### config.mk
export PLATFORM = sky130hd
export DESIGN_NAME = rx_response_ctrl_flat
export DESIGN_NICKNAME = d
export VERILOG_FILES = /design/src/rtl/rx_response_ctrl_if.sv /design/src/rtl/rx_response_ctrl.sv /design/src/flat_wrapper.sv
export SDC_FILE = /design/constraint.sdc
export NUM_CORES = 1
export LEC_CHECK = 0
export CORE_AREA = 4 4 63 59
export CTS_CLUSTER_SIZE = 25
export DETAILED_ROUTE_END_ITERATION = 16
export DIE_AREA = 0 0 67 63
export PLACE_DENSITY = 0.82
export SLEW_MARGIN = 30
export SYNTH_ARGS = -nofsm -noshare
export SYNTH_HDL_FRONTEND = slang
export SYNTH_SLANG_ARGS = --single-unit
### constraint.sdc
create_clock -name clock -period 2.34 [get_ports clock]
set_clock_uncertainty 0.05 [all_clocks]
set_input_delay 0.702 -clock clock [delete_from_list [all_inputs] [get_ports clock]]
set_output_delay 0.702 -clock clock [all_outputs]
set_load 0.02 [all_outputs]
### src/rtl/rx_response_ctrl_if.sv
// Bundles the controller's protocol-layer handshake, decoder pulses and status outputs.
interface rx_response_ctrl_if;
  logic       start_rx;
  logic       expect_data;
  logic       abort;
  logic       clr_retry;
  logic       ACK_rec;
  logic       NAK_rec;
  logic       DATA0_rec;
  logic       load_data;
  logic       crc_ok;
  logic       rx_enable;
  logic       busy;
  logic       done;
  logic [2:0] result;
  logic [3:0] retry_cnt;
  logic       give_up;

  modport master (
    output start_rx, expect_data, abort, clr_retry,
    output ACK_rec, NAK_rec, DATA0_rec, load_data, crc_ok,
    input  rx_enable, busy, done, result, retry_cnt, give_up
  );

  modport slave (
    input  start_rx, expect_data, abort, clr_retry,
    input  ACK_rec, NAK_rec, DATA0_rec, load_data, crc_ok,
    output rx_enable, busy, done, result, retry_cnt, give_up
  );
endinterface

### src/rtl/rx_response_ctrl.sv
// Host receive sequencer: bus turnaround, response timeouts, PID/data classification
// and consecutive-failure tracking with a give-up pulse.
module rx_response_ctrl #(
  parameter int TURNAROUND     = 4,
  parameter int TIMEOUT_CYCLES = 64,
  parameter int DATA_TIMEOUT   = 1024,
  parameter int MAX_RETRY      = 8
) (
  input logic               clock,
  input logic               reset_n,
  rx_response_ctrl_if.slave bus
);
  localparam int MAX_TMO = (TIMEOUT_CYCLES > DATA_TIMEOUT) ? TIMEOUT_CYCLES : DATA_TIMEOUT;
  localparam int MAX_CNT = (MAX_TMO > TURNAROUND) ? MAX_TMO : TURNAROUND;
  localparam int CW      = $clog2(MAX_CNT + 1);

  localparam logic [CW-1:0] TURN_LAST = CW'(TURNAROUND - 1);
  localparam logic [CW-1:0] PID_LAST  = CW'(TIMEOUT_CYCLES - 1);
  localparam logic [CW-1:0] DATA_LAST = CW'(DATA_TIMEOUT - 1);
  localparam logic [3:0]    RETRY_LIM = 4'(MAX_RETRY);

  localparam logic [2:0] RES_NONE    = 3'd0;
  localparam logic [2:0] RES_ACK     = 3'd1;
  localparam logic [2:0] RES_NAK     = 3'd2;
  localparam logic [2:0] RES_DATA_OK = 3'd3;
  localparam logic [2:0] RES_CRC_ERR = 3'd4;
  localparam logic [2:0] RES_TIMEOUT = 3'd5;
  localparam logic [2:0] RES_UNEXP   = 3'd6;

  typedef enum logic [2:0] {
    S_IDLE,
    S_TURN,
    S_WAIT_PID,
    S_WAIT_DATA,
    S_REPORT
  } state_t;

  state_t        state_q, state_d;
  logic [CW-1:0] cnt_q, cnt_d;
  logic          exp_q, exp_d;
  logic          rx_enable_q, rx_enable_d;
  logic          busy_q, busy_d;
  logic          done_q, done_d;
  logic          give_up_q, give_up_d;
  logic [2:0]    result_q, result_d;
  logic [3:0]    retry_cnt_q, retry_cnt_d;

  logic          report;
  logic [2:0]    res;
  logic          multi_pid;
  logic          success;
  logic [3:0]    retry_inc;

  always_ff @(posedge clock or negedge reset_n) begin
    if (!reset_n) begin
      state_q     <= S_IDLE;
      cnt_q       <= '0;
      exp_q       <= 1'b0;
      rx_enable_q <= 1'b0;
      busy_q      <= 1'b0;
      done_q      <= 1'b0;
      give_up_q   <= 1'b0;
      result_q    <= RES_NONE;
      retry_cnt_q <= '0;
    end else begin
      state_q     <= state_d;
      cnt_q       <= cnt_d;
      exp_q       <= exp_d;
      rx_enable_q <= rx_enable_d;
      busy_q      <= busy_d;
      done_q      <= done_d;
      give_up_q   <= give_up_d;
      result_q    <= result_d;
      retry_cnt_q <= retry_cnt_d;
    end
  end

  always_comb begin
    state_d     = state_q;
    cnt_d       = cnt_q;
    exp_d       = exp_q;
    result_d    = result_q;
    retry_cnt_d = retry_cnt_q;
    give_up_d   = 1'b0;
    report      = 1'b0;
    res         = RES_NONE;
    multi_pid   = (bus.ACK_rec & bus.NAK_rec) | (bus.ACK_rec & bus.DATA0_rec) |
                  (bus.NAK_rec & bus.DATA0_rec);
    retry_inc   = retry_cnt_q + 4'd1;

    case (state_q)
      S_IDLE: begin
        if (bus.start_rx && !bus.abort) begin
          state_d = S_TURN;
          cnt_d   = '0;
          exp_d   = bus.expect_data;
        end
      end
      S_TURN: begin
        if (cnt_q == TURN_LAST) begin
          state_d = S_WAIT_PID;
          cnt_d   = '0;
        end else begin
          cnt_d = cnt_q + CW'(1);
        end
      end
      S_WAIT_PID: begin
        cnt_d = cnt_q + CW'(1);
        // PID pulses are checked before the timer so a pulse on the last cycle wins.
        if (multi_pid) begin
          report = 1'b1;
          res    = RES_UNEXP;
        end else if (bus.ACK_rec) begin
          report = 1'b1;
          res    = exp_q ? RES_UNEXP : RES_ACK;
        end else if (bus.NAK_rec) begin
          report = 1'b1;
          res    = exp_q ? RES_UNEXP : RES_NAK;
        end else if (bus.DATA0_rec) begin
          if (exp_q) begin
            state_d = S_WAIT_DATA;
            cnt_d   = '0;
          end else begin
            report = 1'b1;
            res    = RES_UNEXP;
          end
        end else if (cnt_q == PID_LAST) begin
          report = 1'b1;
          res    = RES_TIMEOUT;
        end
      end
      S_WAIT_DATA: begin
        cnt_d = cnt_q + CW'(1);
        if (bus.load_data) begin
          report = 1'b1;
          res    = bus.crc_ok ? RES_DATA_OK : RES_CRC_ERR;
        end else if (cnt_q == DATA_LAST) begin
          report = 1'b1;
          res    = RES_TIMEOUT;
        end
      end
      S_REPORT: begin
        state_d = S_IDLE;
      end
      default: begin
        state_d = S_IDLE;
      end
    endcase

    if (bus.abort && state_q != S_IDLE) begin
      state_d = S_IDLE;
      cnt_d   = '0;
      report  = 1'b0;
    end

    // A give-up leaves retry_cnt at the limit for the done cycle, then wraps.
    if (state_q == S_REPORT && give_up_q) begin
      retry_cnt_d = '0;
    end

    success = (res == RES_ACK) || (res == RES_DATA_OK);
    if (report) begin
      state_d  = S_REPORT;
      cnt_d    = '0;
      result_d = res;
      if (success) begin
        retry_cnt_d = '0;
      end else begin
        retry_cnt_d = retry_inc;
        give_up_d   = (retry_inc == RETRY_LIM);
      end
    end

    if (bus.clr_retry) begin
      retry_cnt_d = '0;
      give_up_d   = 1'b0;
    end

    done_d      = report;
    busy_d      = (state_d != S_IDLE);
    rx_enable_d = (state_d == S_WAIT_PID) || (state_d == S_WAIT_DATA);
  end

  assign bus.rx_enable = rx_enable_q;
  assign bus.busy      = busy_q;
  assign bus.done      = done_q;
  assign bus.give_up   = give_up_q;
  assign bus.result    = result_q;
  assign bus.retry_cnt = retry_cnt_q;
endmodule
### src/flat_wrapper.sv
// flat-port wrapper written by rule: the top's interface ports become plain ports
module rx_response_ctrl_flat 
#(
  parameter int TURNAROUND     = 4,
  parameter int TIMEOUT_CYCLES = 64,
  parameter int DATA_TIMEOUT   = 1024,
  parameter int MAX_RETRY      = 8
)
  (clock, reset_n, bus_start_rx, bus_expect_data, bus_abort, bus_clr_retry, bus_ACK_rec, bus_NAK_rec, bus_DATA0_rec, bus_load_data, bus_crc_ok, bus_rx_enable, bus_busy, bus_done, bus_result, bus_retry_cnt, bus_give_up);
  rx_response_ctrl_if bus_i ();
  input logic clock;
  input logic reset_n;
  input wire logic [$bits(bus_i.start_rx)-1:0] bus_start_rx;
  input wire logic [$bits(bus_i.expect_data)-1:0] bus_expect_data;
  input wire logic [$bits(bus_i.abort)-1:0] bus_abort;
  input wire logic [$bits(bus_i.clr_retry)-1:0] bus_clr_retry;
  input wire logic [$bits(bus_i.ACK_rec)-1:0] bus_ACK_rec;
  input wire logic [$bits(bus_i.NAK_rec)-1:0] bus_NAK_rec;
  input wire logic [$bits(bus_i.DATA0_rec)-1:0] bus_DATA0_rec;
  input wire logic [$bits(bus_i.load_data)-1:0] bus_load_data;
  input wire logic [$bits(bus_i.crc_ok)-1:0] bus_crc_ok;
  output wire logic [$bits(bus_i.rx_enable)-1:0] bus_rx_enable;
  output wire logic [$bits(bus_i.busy)-1:0] bus_busy;
  output wire logic [$bits(bus_i.done)-1:0] bus_done;
  output wire logic [$bits(bus_i.result)-1:0] bus_result;
  output wire logic [$bits(bus_i.retry_cnt)-1:0] bus_retry_cnt;
  output wire logic [$bits(bus_i.give_up)-1:0] bus_give_up;
  assign bus_i.start_rx = bus_start_rx;
  assign bus_i.expect_data = bus_expect_data;
  assign bus_i.abort = bus_abort;
  assign bus_i.clr_retry = bus_clr_retry;
  assign bus_i.ACK_rec = bus_ACK_rec;
  assign bus_i.NAK_rec = bus_NAK_rec;
  assign bus_i.DATA0_rec = bus_DATA0_rec;
  assign bus_i.load_data = bus_load_data;
  assign bus_i.crc_ok = bus_crc_ok;
  assign bus_rx_enable = bus_i.rx_enable;
  assign bus_busy = bus_i.busy;
  assign bus_done = bus_i.done;
  assign bus_result = bus_i.result;
  assign bus_retry_cnt = bus_i.retry_cnt;
  assign bus_give_up = bus_i.give_up;
  rx_response_ctrl #(.TURNAROUND(TURNAROUND), .TIMEOUT_CYCLES(TIMEOUT_CYCLES), .DATA_TIMEOUT(DATA_TIMEOUT), .MAX_RETRY(MAX_RETRY)) u_core (.clock(clock), .reset_n(reset_n), .bus(bus_i));
endmodule
==> flow_summary_export.csv, run 1 <==
group,metric,value,unit
die,core,3019,sq um
critical_path,cp_top_family,"compound AO/OA/AOI/OAI gates",
routing,drc,0,
logic_synthesis,async_flop_share,1.000,
logic_synthesis,yosysUniqueCellTypes,52,
logic_synthesis,synth_edf_count,0,
timing,finalSetupViolCount,1,
min_path,min_from,"u_core.bus.result[1]",
min_path,hold_path_depth,2,
die,fp-row-count,19,
critical_path,max_stage_delay,460,ps
timing,hold_viol,0,
routing,wl_per_cell,18.36,microns
grt,grt_pass1_wl,7603,microns
routing,drt_iter0_drc,178,
clocking,clock_latency,350,ps
routing,avgViaCountPerCell,6.365,
routing,vias,1655,
critical_path,rrSetupSlack,-50,ps
critical_path,startpoint_type,"flop",
critical_path,worstPathRequired,2550,ps
pwr,p_sw,0.2986,mW
logic_synthesis,syn_nets,180,
clocking,cts.path.max_buffers,2,
placement,port_buffers,21,
critical_path,cp_cell_sequence,"ha_2 > nor4b_2 > nand3_1 > o221ai_2 > nor3_4 > buf_6 > buf_16 > a21o_1 > a22o_1",
finish,nets,233,
die,dieWidth,67,microns
status,violations,"setup timing",
placement,place_inst,247,
timing,tightest_slew,333.5,ps
pwr,ir_drop,434.1,uV
timing,min_period_over_period,1.021,
critical_path,crit_fanout,9,
pwr,switching_share,0.2746,
finish,multi_input_comb_area,950.9,sq um
critical_path,critical_path_arrival,2600,ps
critical_path,r2r_start,"u_core.cnt_q[0]",
die,die_area,4221,sq um
die,die_height,63,microns
critical_path,critPathKind,"reg2reg",
timing,setup_tns,-48.05,ps
pwr,p_int,0.7889,mW
pwr,seqPwrFrac,0.464,
logic_synthesis,ys_seq_area_frac,0.4047,
timing,rsz0062_at_grt,"yes",
pwr,powerDensity,486.4,nW/um^2
logic_synthesis,yosysWarnings,0,
clocking,cts.sinks,26,
job,drv_cap,0,
clocking,cts_root_buffer,"clkbuf_4",
finish,fill_cells,211,
critical_path,r2r_end,"u_core.cnt_q[7]",
pwr,power_leakage,0.9630,nW
logic_synthesis,ys.flop_type,"dfrtp_1",
finish,antenna-diode-count,0,
clocking,tritoncts,"built",
grt,grt_pass1_vias,1618,
critical_path,endpoint_kind,"flop",
timing,period_needed,2388,ps
logic_synthesis,synth_seq_cells,26,
critical_path,crit_buf_inv,2,
clocking,htree_num_levels,1,
pwr,clock_power_share,0.291,
clocking,cts_buffers,3,
finish,drive_gt1_frac,0.2798,
routing,dr.pass1.iters,5,
die,num_io_pins,22,
finish,fin_util,0.7406,
timing,fmax,418.8,MHz
finish,seqCellArea,651.9,sq um
timing,hold_ws,487.9,ps
grt,gr-total-overflow,0,
finish,layout_commonest_cell,"buf_4",
clocking,ctsHoldBuffers,0,
clocking,path_clk_slew,150,ps
timing,setup_slack,-48.05,ps
finish,stdcell_area,2236,sq um
pwr,combPwrFrac,0.244,
grt,grt_use_total,0.2301,
finish,area_growth,39.07,%
grt,antenna_found_initial,0,
die,start_util,0.5325,
min_path,hp-class,"reg2reg",
critical_path,crit_slowest_cell,"dfrtp_1",
placement,routabilityCongestion,0.8750,
routing,antenna_left,0,
status,status,"finished with violations",
placement,placed_area,2023,sq um
logic_synthesis,syn_area_per_cell,9.685,sq um
logic_synthesis,synth_area,1608,sq um
routing,routed_wl,4774,microns
finish,final_cell_mix,"29 x buf_4, 25 x dfrtp_1, 18 x clkdlybuf4s50_1, 13 x nor2_1, 11 x nand2_1",
timing,timing.slew.headroom,0.7747,
grt,grt_max_degree,27,
logic_synthesis,synth_cells,166,
min_path,hold_end,"u_core.bus.result[1]",
finish,finalNonFillerCells,260,
placement,dpl.hpwl,3166,microns
critical_path,reg2reg_depth,9,
timing,slew_violations,0,
## cell type report
class	instances	share of cell area
clock buffers	3	0.01007
clock inverters	1	0.01343
repair buffers	54	0.2244
multi-input cells	127	0.4253
well taps	42	0.02350
flip-flops and latches	26	0.2916
inverters	7	0.01175
## cells in the mapped netlist (all sizes together) (2+ instances only)
cell type | count | area [sq um]
dfrtp | 26 | 650.6
o21bai | 2 | 18.77
a21o | 3 | 22.52
o21a | 3 | 22.52
clkbuf | 2 | 7.510
a31oi | 7 | 43.79
o21ai | 9 | 45.04
ha | 3 | 37.54
nand2 | 11 | 41.29
a21oi | 7 | 35.03
nand4 | 2 | 12.51
nor2 | 13 | 48.80
nor3b | 4 | 35.03
nor4b | 2 | 17.52
mux2i | 2 | 20.02
nor3 | 4 | 31.28
inv | 7 | 26.28
a41oi | 3 | 26.28
nor4 | 6 | 52.55
a211o | 2 | 17.52
nand3 | 10 | 62.56
a21boi | 3 | 26.27
o221ai | 2 | 17.52
nor2b | 4 | 25.02
mux2 | 3 | 33.78
or3 | 2 | 12.51
buf | 4 | 32.53
a22o | 4 | 35.03
## through the flow
stage | setup WS, ps | total power, mW
4_1_cts | -0.8187 | 1.076
2_1_floorplan | 158.4 | 0.6205
3_5_place_dp | -429.5 | 0.7444
5_1_grt | -118.8 | 1.133
3_3_place_gp | -304.2 | 0.7303
6_report | -48.05 | 1.088
## flip-flops by register name, indices dropped and copies added, names as in the netlist
signal	count
u_core.bus.rx_enable	1
u_core.bus.retry_cnt	4
u_core.bus.result	3
u_core.exp_q	1
u_core.bus.busy	1
u_core.state_q	3
u_core.cnt_q	11
u_core.bus.give_up	1
u_core.bus.done	1
## worst min-delay path, stage by stage, from the launching register on
cell and delay [ps]:
dfrtp_1 400, inv_1 60, o21ai_1 60
## how the worst max path moves through the flow
stage | from | endpoint | cells past startpoint
2_1_floorplan | bus_DATA0_rec | u_core.cnt_q[6] | 7
3_3_place_gp | bus_DATA0_rec | u_core.cnt_q[7] | 8
3_5_place_dp | bus_DATA0_rec | u_core.cnt_q[3] | 8
4_1_cts | bus_DATA0_rec | u_core.cnt_q[2] | 8
5_1_grt | u_core.cnt_q[0] | u_core.cnt_q[7] | 9
6_report | u_core.cnt_q[0] | u_core.cnt_q[7] | 9
## timing repair
action / 4_1_cts / 5_1_grt
cloned: 1 / 0
pin swaps: 2 / 2
setup endpoints to repair: 6 / 16
gates resized for setup: 7 / 11
hold endpoints to repair: 0 / 0
setup buffers: 0 / 8
## cells by family after synthesis
kind of cell | synth area share
multiplexers | 0.03346
XOR/XNOR | 0.005448
AND/OR/NAND/NOR | 0.2529
buffers and inverters | 0.04125
adder cells (fa/ha/maj) | 0.02335
AO/OA/AOI/OAI | 0.2389
flip-flops | 0.4047
## layer usage
layer / up-vias / part of all wire / global-route usage
li1: 740 / - / -
met1: 801 / 0.39 / 0.3016
met2: 87 / 0.48 / 0.3534
met3: 27 / 0.089 / 0.06655
met4: 0 / 0.039 / 0.08861
met5: - / 0 / 0
## power by group through the flow
stage | Clock [mW] | Combinational, mW | Sequential [mW]
floorplan | 0 | 0.0906 | 0.530
global placement | 0 | 0.221 | 0.509
detailed placement | 0 | 0.231 | 0.513
CTS | 0.321 | 0.251 | 0.505
global route | 0.338 | 0.284 | 0.511
finish | 0.317 | 0.266 | 0.505
Note: power is estimated with default switching activity, not from simulation.
==> run 2, diff against run 1 <==
- CORE_AREA: 4 4 63 59 -> 4 4 73 68
- DIE_AREA: 0 0 67 63 -> 0 0 77 72
- PLACE_DENSITY: 0.82 -> 0.64
==> flow_summary_export.csv, run 2 (synthesis gave the netlist of run 1 again) <==
group,metric,value,unit
pwr,p_total,1.051,mW
critical_path,crit_fanout,9,
finish,fin_util,0.5244,
placement,dpl.hpwl,3046,microns
routing,drc,0,
routing,antenna_left,0,
finish,antenna-diode-count,0,
die,start_util,0.3750,
routing,routed_wl,4131,microns
placement,routabilityCongestion,0.9061,
critical_path,reg2reg_depth,7,
status,status,"completed",
die,core,4288,sq um
grt,grt_util_met1,0.2270,
timing,min_period_over_period,0.9808,
pwr,powerDensity,467.4,nW/um^2
grt,grt.met2_usage,0.2302,
critical_path,critical_path_arrival,2400,ps
timing,hold_ws,451.7,ps
timing,fmax,435.7,MHz
finish,multi_input_comb_area,943.4,sq um
timing,rsz0062_at_grt,"no",
grt,use_met3,0.01861,
clocking,cts.path.max_buffers,2,
grt,grt_pass1_wl,6865,microns
clocking,clock_latency,270,ps
finish,seqCellArea,651.9,sq um
clocking,cts_root_buffer,"clkbuf_8",
timing,finalSetupViolCount,0,
min_path,hold_path_depth,1,
finish,drive_gt1_frac,0.2682,
routing,vias,1502,
timing,timing.slew.headroom,0.6979,
timing,slew_violations,0,
grt,antenna_found_initial,0,
job,drv_cap,0,
grt,grt_max_degree,27,
grt,grt_pass1_vias,1407,
finish,top_register,"u_core.cnt_q",
routing,avgViaCountPerCell,5.563,
placement,pre_cts_slack,-456.8,ps
grt,top_usage_layer,"met2",
clocking,cts.sinks,26,
critical_path,endpoint_kind,"flop",
clocking,path_clk_slew,90,ps
die,dieWidth,77,microns
routing,wl_per_cell,15.30,microns
placement,port_buffers,21,
finish,layout_commonest_cell,"buf_4",
finish,final_cell_mix,"31 x buf_4, 25 x dfrtp_1, 18 x clkdlybuf4s50_1, 13 x nor2_1, 11 x nand2_1",
timing,tightest_slew,448.5,ps
critical_path,critPathKind,"reg2reg",
die,num_io_pins,22,
die,die_height,72,microns
timing,setup_slack,45.00,ps
clocking,ctsHoldBuffers,0,
pwr,power_leakage,0.9655,nW
min_path,hp-class,"reg2reg",
clocking,cts_buffers,3,
critical_path,worstPathRequired,2450,ps
finish,fill_cells,362,
die,fp-row-count,23,
grt,grt_use_total,0.1531,
finish,nets,235,
finish,largest_reg_flops,11,
clocking,tritoncts,"built",
critical_path,startpoint_type,"flop",
timing,hold_viol,0,
finish,area_growth,39.84,%
die,die_area,5544,sq um
pwr,ir_drop,358.7,uV
timing,period_needed,2295,ps
grt,gr-total-overflow,0,
routing,drt_iter0_drc,139,
routing,dr.pass1.iters,5,
clocking,htree_num_levels,1,
[run 2: timing repair]
item | in CTS | in global routing
gates resized for setup | 10 | 5
setup buffers | 3 | 4
hold endpoints to repair | 0 | 0
endpoints found under the setup margin | 17 | 8
pin swaps | 2 | 6
gates cloned | 1 | 0
[run 2: power breakdown]
part	switching [mW]	leakage [nW]	internal, mW
combinational	0.126	0.586	0.138
clock	0.138	0.0288	0.150
sequential	0.0205	0.351	0.478
total	0.285	0.965	0.766
[run 2: area by class of cell]
| type | count | share of cell area |
|---|---|---|
| clock buffer | 4 | 0.02449 |
| timing repair buffer | 56 | 0.2265 |
| multi-input combinational | 127 | 0.4196 |
| sequential | 26 | 0.2899 |
| inverter | 7 | 0.01169 |
| tap | 50 | 0.02782 |
[run 2: final timing paths]
| kind | start | endpoint | slack [ps] |
|---|---|---|---|
| setup / recovery | u_core.cnt_q[9] | u_core.cnt_q[0] | 40 |
| hold / removal | u_core.bus.result[0] | u_core.bus.result[0] | 450 |
| setup reg to reg | u_core.cnt_q[9] | u_core.cnt_q[0] | 40 |
| hold reg to reg | u_core.bus.result[0] | u_core.bus.result[0] | 450 |
| max in group asynchronous | reset_n | u_core.cnt_q[9] | 1230 |
| min in group asynchronous | reset_n | u_core.cnt_q[3] | 750 |
[run 2: per-layer routing]
metal / vias to the layer above / wire length [microns]
met5: - / 0
met3: 4 / 168
met4: 0 / 46
li1: 739 / -
met2: 39 / 1904
met1: 720 / 2012
[run 2: metrics by stage]
step | cell area (sq um) | setup TNS [ps] | cells
floorplan | 1608 | 0 | 166
global placement | 2063 | -4709 | 259
detailed placement | 2063 | -7521 | 259
CTS | 2203 | 0 | 267
global route | 2248 | 0 | 270
finish | 2248 | 0 | 270
[run 2: worst max-delay path, cell delays in order (launching register included)]
cell,delay (ps)
dfrtp_2,420
or4_4,580
nor4_4,360
o21ba_4,210
nor3_4,50
buf_6,130
buf_16,130
mux2_2,260
==> patch 1: new RTL, config.mk and constraints of run 1 <==
`DATA_TIMEOUT` is set to 1024 in 2 places; all go to 256.
--- a/src/rtl/rx_response_ctrl.sv
+++ b/src/rtl/rx_response_ctrl.sv
@@ -5,3 +5,3 @@
   parameter int TIMEOUT_CYCLES = 64,
-  parameter int DATA_TIMEOUT   = 1024,
+  parameter int DATA_TIMEOUT   = 256,
   parameter int MAX_RETRY      = 8
--- a/src/flat_wrapper.sv
+++ b/src/flat_wrapper.sv
@@ -5,3 +5,3 @@
   parameter int TIMEOUT_CYCLES = 64,
-  parameter int DATA_TIMEOUT   = 1024,
+  parameter int DATA_TIMEOUT   = 256,
   parameter int MAX_RETRY      = 8
Function: same outputs for any inputs over 10 cycles, from zero or initial values and one cycle with reset_n low; that may be too few to reach the edited logic, so the function may still have changed.
==> patch 1 against run 1 <==
  * The run still ends with setup timing left
  * Register-to-register slack improved by 0.03 ns
  * Highest routed layer unchanged
  * Utilization shrank 2.7 points
  * Via count decreased by 11%
  * Largest cell class unchanged
  * Routed wire length down 11%
  * Global-route usage shrank 2.2 points
  * Area after synthesis shrank 12%
  * Setup slack better by 0.017 ns
  * Sequential cell count is 2 lower
  * Cell area down 3.6%
  * Fmax increased by 0.70%
  * Die area is the same
Power is not compared: it rests on default switching activity, and its combinational part moved more than twofold at a synthesized area within 25%.
==> patch 1: results (changes against run 1) <==
- Ranked by instance count, the synthesized netlist is headed by dfrtp_1, nand2_1, nor2_1.
- The share of total power in sequential cells is 31.7%.
- The total detailed-routing wirelength came to 4250 um (-11%).
- The number of DRC violations after detailed-routing iteration 0 is 136 (-24%).
- The final worst-path setup slack is -0.0314 ns (+0.0166 ns).
- Sorting the synthesized cells by area gives the leading types as dfrtp_1, nand2_1, nor2_1.
- The cell count after placement is 244 (-1.2%).
- More flip-flops sit in one register than any other, and that register is u_core.cnt_q.
- The cell count after synthesis was 153 (-7.8%).
- The number of buffer cells added on primary ports came to 21 (unchanged).
- VDD sags by at most 0.406 mV.
- The clock root buffer is clkbuf_4.
- The number of filler instances in the final layout is 226 (+7.1%).
- The number of buffers created by CTS was 3 (unchanged).
- The via count of the routed design was 1476 (-11%).
- The number of setup violations in the final report is 2 (+1).
- The post-detailed-placement cell area is 1910 sq um (-5.8%).
- Power spread over the standard cell area amounts to 850 nW/um^2.
- The tightest min-delay check is of the reg2reg type.
- The later-pin clock latency in the skew report is 0.31 ns (-0.04 ns).
- The post-synthesis sequential area ratio is 42.7% (+2.2 points).
- The total leakage power is 0.971 nW.
- The fraction of synthesis flops using an asynchronous set or reset pin is 100% (unchanged).
- The detailed-router iteration count before antenna repair is 4 (-1).
- The wire length of the first global-routing pass is 6880 um (-9.5%).
- The yosys synthesis warning count is 0 (unchanged).
- The layout cell share with drive strength beyond 1 is 34.6% (+6.6 points).
- The transition at the pin with the smallest max-transition slack is 0.397 ns (+0.0633 ns).
- The antenna diode count is 0 (unchanged).
- The internal power component is 1.09 mW.
- The estimated wirelength of the detail-placed design is 2800 um (-12%).
- The number of max-cap violations came to 0 (unchanged).
- The run finished, with violations left.
- The top fanout value on the critical path is 6 (-3).
- The final net count is 234 (+0.43%).
- The H-tree depth reported by CTS came to 1 (unchanged).
- The number of distinct library cell variants in the gate-level netlist after synthesis came to 43 (-17%).
- The clock transition at the registers of the reported paths is 0.11 ns (-0.04 ns).
- The initial antenna violation count is 0 (unchanged).
- The checks that failed: setup timing.
- The vias per cell is 5.70 (-10%).
- The number of nets produced by synthesis is 168 (-6.7%).
- The flip-flop count of the largest register, all copies and words added came to 9 (-2).
- The all-layer global routing usage is 20.8% (-2.2 points).
- The data arrival at the endpoint of the critical path is 2.57 ns (-0.03 ns).
- The worst-case clock buffer depth came to 2 (unchanged).
- The placer congestion estimate came to 0.879 (+0.48%).
- The largest net degree at the start of global routing is 25 (-7.4%).
==> patch 1: kinds of logic after synthesis <==
group           count (synthesis)  synth area share (%)
fa+ha+maj                       4                  3.56
xor+xnor                        2                  1.24
flops                          24                  42.7
compound gates                 38                  19.6
buf+inv                         9                  3.02
mux                             4                  3.11
simple gates                   72                  26.8
==> patch 1: final timing paths <==
| kind | start | endpoint | slack (ns) | cells after the start |
|---|---|---|---|---|
| min | u_core.bus.result[1] | u_core.bus.result[1] | 0.48 | 1 |
| max | bus_DATA0_rec | u_core.bus.retry_cnt[2] | -0.03 | 8 |
| min in group asynchronous | reset_n | u_core.state_q[0] | 0.69 | 2 |
| max in group asynchronous | reset_n | u_core.cnt_q[7] | 1.29 | 2 |
| max reg2reg | u_core.cnt_q[0] | u_core.bus.retry_cnt[2] | -0.02 | 12 |
| min reg2reg | u_core.bus.result[1] | u_core.bus.result[1] | 0.48 | 1 |
==> patch 1: per-layer routing <==
layer | up-vias | part of all wire, % | global-route usage, %
li1 | 697 | - | -
met4 | 0 | 1.9 | 4.05
met5 | - | 0 | 0
met2 | 53 | 54 | 36.3
met3 | 8 | 4.0 | 4.32
met1 | 718 | 40 | 26.1
==> patch 1: worst max-delay path, cell delays in order <==
cell and delay (ns):
buf_6 0.09, or4_4 0.51, or4_4 0.45, a31oi_4 0.25, o311a_4 0.29, buf_6 0.10, nand3b_1 0.07, nand3_1 0.09
==> patch 1: through the flow <==
stage / setup slack (ns) / power, mW / TNS [ns]
after detailed placement: -0.671 / 1.51 / -11.32
after global routing: -0.102 / 1.94 / -0.356
final: -0.0314 / 1.83 / -0.0330
after global placement: -0.604 / 1.48 / -10.64
after CTS: -0.0670 / 1.74 / -0.143
after floorplan: -0.154 / 1.09 / -0.463
==> patch 1: area by class of cell <==
class	count	share of cell area, %
clock buffers	3	1.04
repair buffers	65	25.2
well taps	42	2.44
multi-input cells	120	42.5
inverters	5	0.871
flip-flops and latches	24	27.9
==> patch 1: timing repair <==
action | 4_1_cts | 5_1_grt
resized for setup | 19 | 12
pin swaps | 12 | 12
endpoints found under the setup margin | 22 | 16
hold buffers | 0 | 0
cloned | 0 | 0
buffers inserted | 6 | 6
==> patch 1: power by group through the flow <==
stage                     combinational, mW  sequential [mW]  clock (mW)
final                                  1.08            0.581       0.173
after detailed placement              0.927            0.582           0
after floorplan                       0.451            0.637           0
after global routing                   1.15            0.594       0.198
after global placement                0.910            0.575           0
after CTS                             0.985            0.574       0.181
==> patch 2: new RTL, config.mk and constraints of run 1 <==
Without the edit above. The 5 states of `state_t` get a Gray code encoding in 3 bits.
--- a/src/rtl/rx_response_ctrl.sv
+++ b/src/rtl/rx_response_ctrl.sv
@@ -30,7 +30,7 @@
   typedef enum logic [2:0] {
-    S_IDLE,
-    S_TURN,
-    S_WAIT_PID,
-    S_WAIT_DATA,
-    S_REPORT
+    S_IDLE      = 3'b000,
+    S_TURN      = 3'b001,
+    S_WAIT_PID  = 3'b011,
+    S_WAIT_DATA = 3'b010,
+    S_REPORT    = 3'b110
   } state_t;
Formal check against the unedited RTL: no difference found for any inputs over 10 cycles, from zero or initial values and one cycle with reset_n low; not proved beyond that.
==> patch 2 against run 1 <==
  * Non-clock buffer count is 8 higher
  * Routed wire length decreased by 10%
  * Setup slack lost 0.13 ns
  * Area after synthesis shrank 3.7%
  * The flow still finishes with violations (setup timing)
  * Critical path type unchanged
  * Synthesized cell count up 0.60%
  * Power fell by 0.95%
  * Critical endpoint is now u_core.bus.retry_cnt[0]
  * Sequential power grew 3%
  * Cell area shrank 0.50%
  * Sequential cell count unchanged
  * Highest routed layer unchanged
==> patch 2: results (changes against run 1) <==
- The largest net degree at the start of global routing was 27 (unchanged).
- The number of distinct library cell variants in the gate-level netlist after synthesis came to 47 (-9.6%).
- The register name with the most flops is u_core.cnt_q.
- The number of setup violations in the final report came to 12 (+11).
- The number of buffers created by CTS came to 3 (unchanged).
- The sum of met3 wire segment lengths after detailed routing is 216 um (-49%).
- The cell count after placement was 264 (+6.9%).
- The wire length of the first global-routing pass is 7110 um (-6.4%).
- The H-tree depth reported by CTS is 1 (unchanged).
- The total length of routed met2 wires is 2200 um (-3.9%).
- The vias per cell is 5.70 (-10%).
- The count of non-filler cells in the finished layout is 271 (+4.2%).
- The met1 wire length is 1810 um (-3.4%).
- The logic depth of the worst register-to-register path came to 7 (-2).
- The clock root buffer is clkbuf_4.
- The worst vdd rail ir drop is 0.411 mV (-5.2%).
- The layout cell share with drive strength beyond 1 came to 33.2% (+5.2 points).
- The total leakage power is 1.01 nW (+4.5%).
- The worst-case clock buffer depth is 2 (unchanged).
- The final worst-path setup slack is -0.182 ns (-0.134 ns).
- The pre-CTS setup slack is -0.887 ns (-0.458 ns).
- The flow ran to the end, but the final reports show violations.
- The initial antenna violation count is 0 (unchanged).
- The post-synthesis sequential area ratio is 42.0% (+1.6 points).
- The antenna diode count is 0 (unchanged).
- The all-layer global routing usage is 21.4% (-1.6 points).
- The final-layout setup total negative slack was -1.20 ns (-1.16 ns).
- The hold path depth came to 2 (unchanged).
- The transition at the pin with the smallest max-transition slack was 0.507 ns (+0.174 ns).
- After synthesis, the cell types taking the most area are dfrtp_1, nand2_1, a21oi_1.
- In this run the worst hold path is classified as reg2reg.
- The clock transition at the registers of the reported paths was 0.13 ns (-0.02 ns).
- The average routed wire per standard cell is 15.8 um (-14%).
- The via count of the first global-routing pass came to 1547 (-4.4%).
- The estimated wirelength of the detail-placed design is 3240 um (+2.5%).
- The number of filler instances in the final layout was 225 (+6.6%).
- The detailed-router iteration count before antenna repair is 4 (-1).
- The placer congestion estimate was 0.930 (+6.3%).
- The final net count is 244 (+4.7%).
- The yosys synthesis warning count is 0 (unchanged).
- Counting instances in the post-synthesis netlist gives the leading cell types as dfrtp_1, nand2_1, nor2_1.
- The number of buffer cells added on primary ports was 21 (unchanged).
- The number of DRC violations after detailed-routing iteration 0 is 125 (-30%).
- The top fanout value on the critical path was 5 (-4).
- At the later pin of the worst-skew pair, clock insertion delay measures 0.34 ns.
- The data arrival at the endpoint of the critical path was 2.70 ns (+0.10 ns).
- The fraction of synthesis flops using an asynchronous set or reset pin is 100% (unchanged).
- The uppermost metal layer occupied by signal nets is met4.
- The number of nets produced by synthesis is 181 (+0.56%).
- The checks that failed: setup timing.
- The post-synthesis average cell area is 9.27 sq um (-4.3%).
- The flip-flop count of the largest register, all copies and words added is 11 (unchanged).
-- patch 2: cell count changes after synthesis, moves of 3 or more --
| cell | delta |
|---|---|
| nand2b_1 | +5 |
| nor3_1 | +3 |
| nand2_1 | +5 |
| o21a_1 | -3 |
| nor3b_1 | -3 |
| a21oi_1 | +4 |
| nand3_1 | -3 |
| a22o_1 | -3 |
-- patch 2: area by class of cell --
class | instances | area, sq um | area share [%]
inverters | 6 | 35.0 | 1.57
repair buffers | 62 | 526 | 23.6
flip-flops and latches | 26 | 651 | 29.2
multi-input cells | 131 | 925 | 41.6
well taps | 42 | 52.6 | 2.36
clock buffers | 4 | 36.3 | 1.63
-- patch 2: worst paths after layout --
path,slack [ns],end,startpoint
setup / recovery,-0.18,u_core.bus.retry_cnt[0],u_core.cnt_q[10]
hold / removal,0.53,u_core.bus.result[0],u_core.bus.result[0]
setup reg to reg,-0.18,u_core.bus.retry_cnt[0],u_core.cnt_q[10]
hold reg to reg,0.53,u_core.bus.result[0],u_core.bus.result[0]
max in group asynchronous,1.33,u_core.state_q[2],reset_n
min in group asynchronous,0.65,u_core.state_q[0],reset_n
-- patch 2: repair_timing --
item,in CTS,in global routing
endpoints found under the hold margin,0,0
resized for setup,5,14
pin swaps,5,6
buffers inserted,2,1
endpoints found under the setup margin,22,22
-- patch 2: stage by stage --
step,instance area (sq um),hold slack [ns]
2_1_floorplan,1550,0.356
3_3_place_gp,2080,0.464
3_5_place_dp,2080,0.488
4_1_cts,2160,0.524
5_1_grt,2220,0.549
6_report,2220,0.530
-- patch 2: critical path: stages (launching register included) --
cell and delay (ns):
dfrtp_1 0.40, or4_4 0.55, or4_4 0.46, and2_4 0.19, o32a_4 0.41, clkinv_8 0.08
nor2_4 0.04, mux2_4 0.25
-- patch 2: cell families after synthesis --
group	count (synthesis)	share of synthesized area [%]
xor+xnor	3	1.70
compound gates	49	21.9
simple gates	71	24.9
flops	26	42.0
buf+inv	10	3.23
mux	5	3.80
fa+ha+maj	3	2.43
-- patch 2: power breakdown --
part	internal [mW]	total [mW]	switching [mW]
sequential	0.488	0.519	0.0309
clock	0.0954	0.237	0.141
combinational	0.160	0.322	0.162
total	0.743	1.08	0.334
-- patch 2: metal layers --
layer	track usage (%)	vias up
li1	-	747
met1	27.2	747
met2	37.1	45
met3	5.22	7
met4	3.04	0
met5	0	-
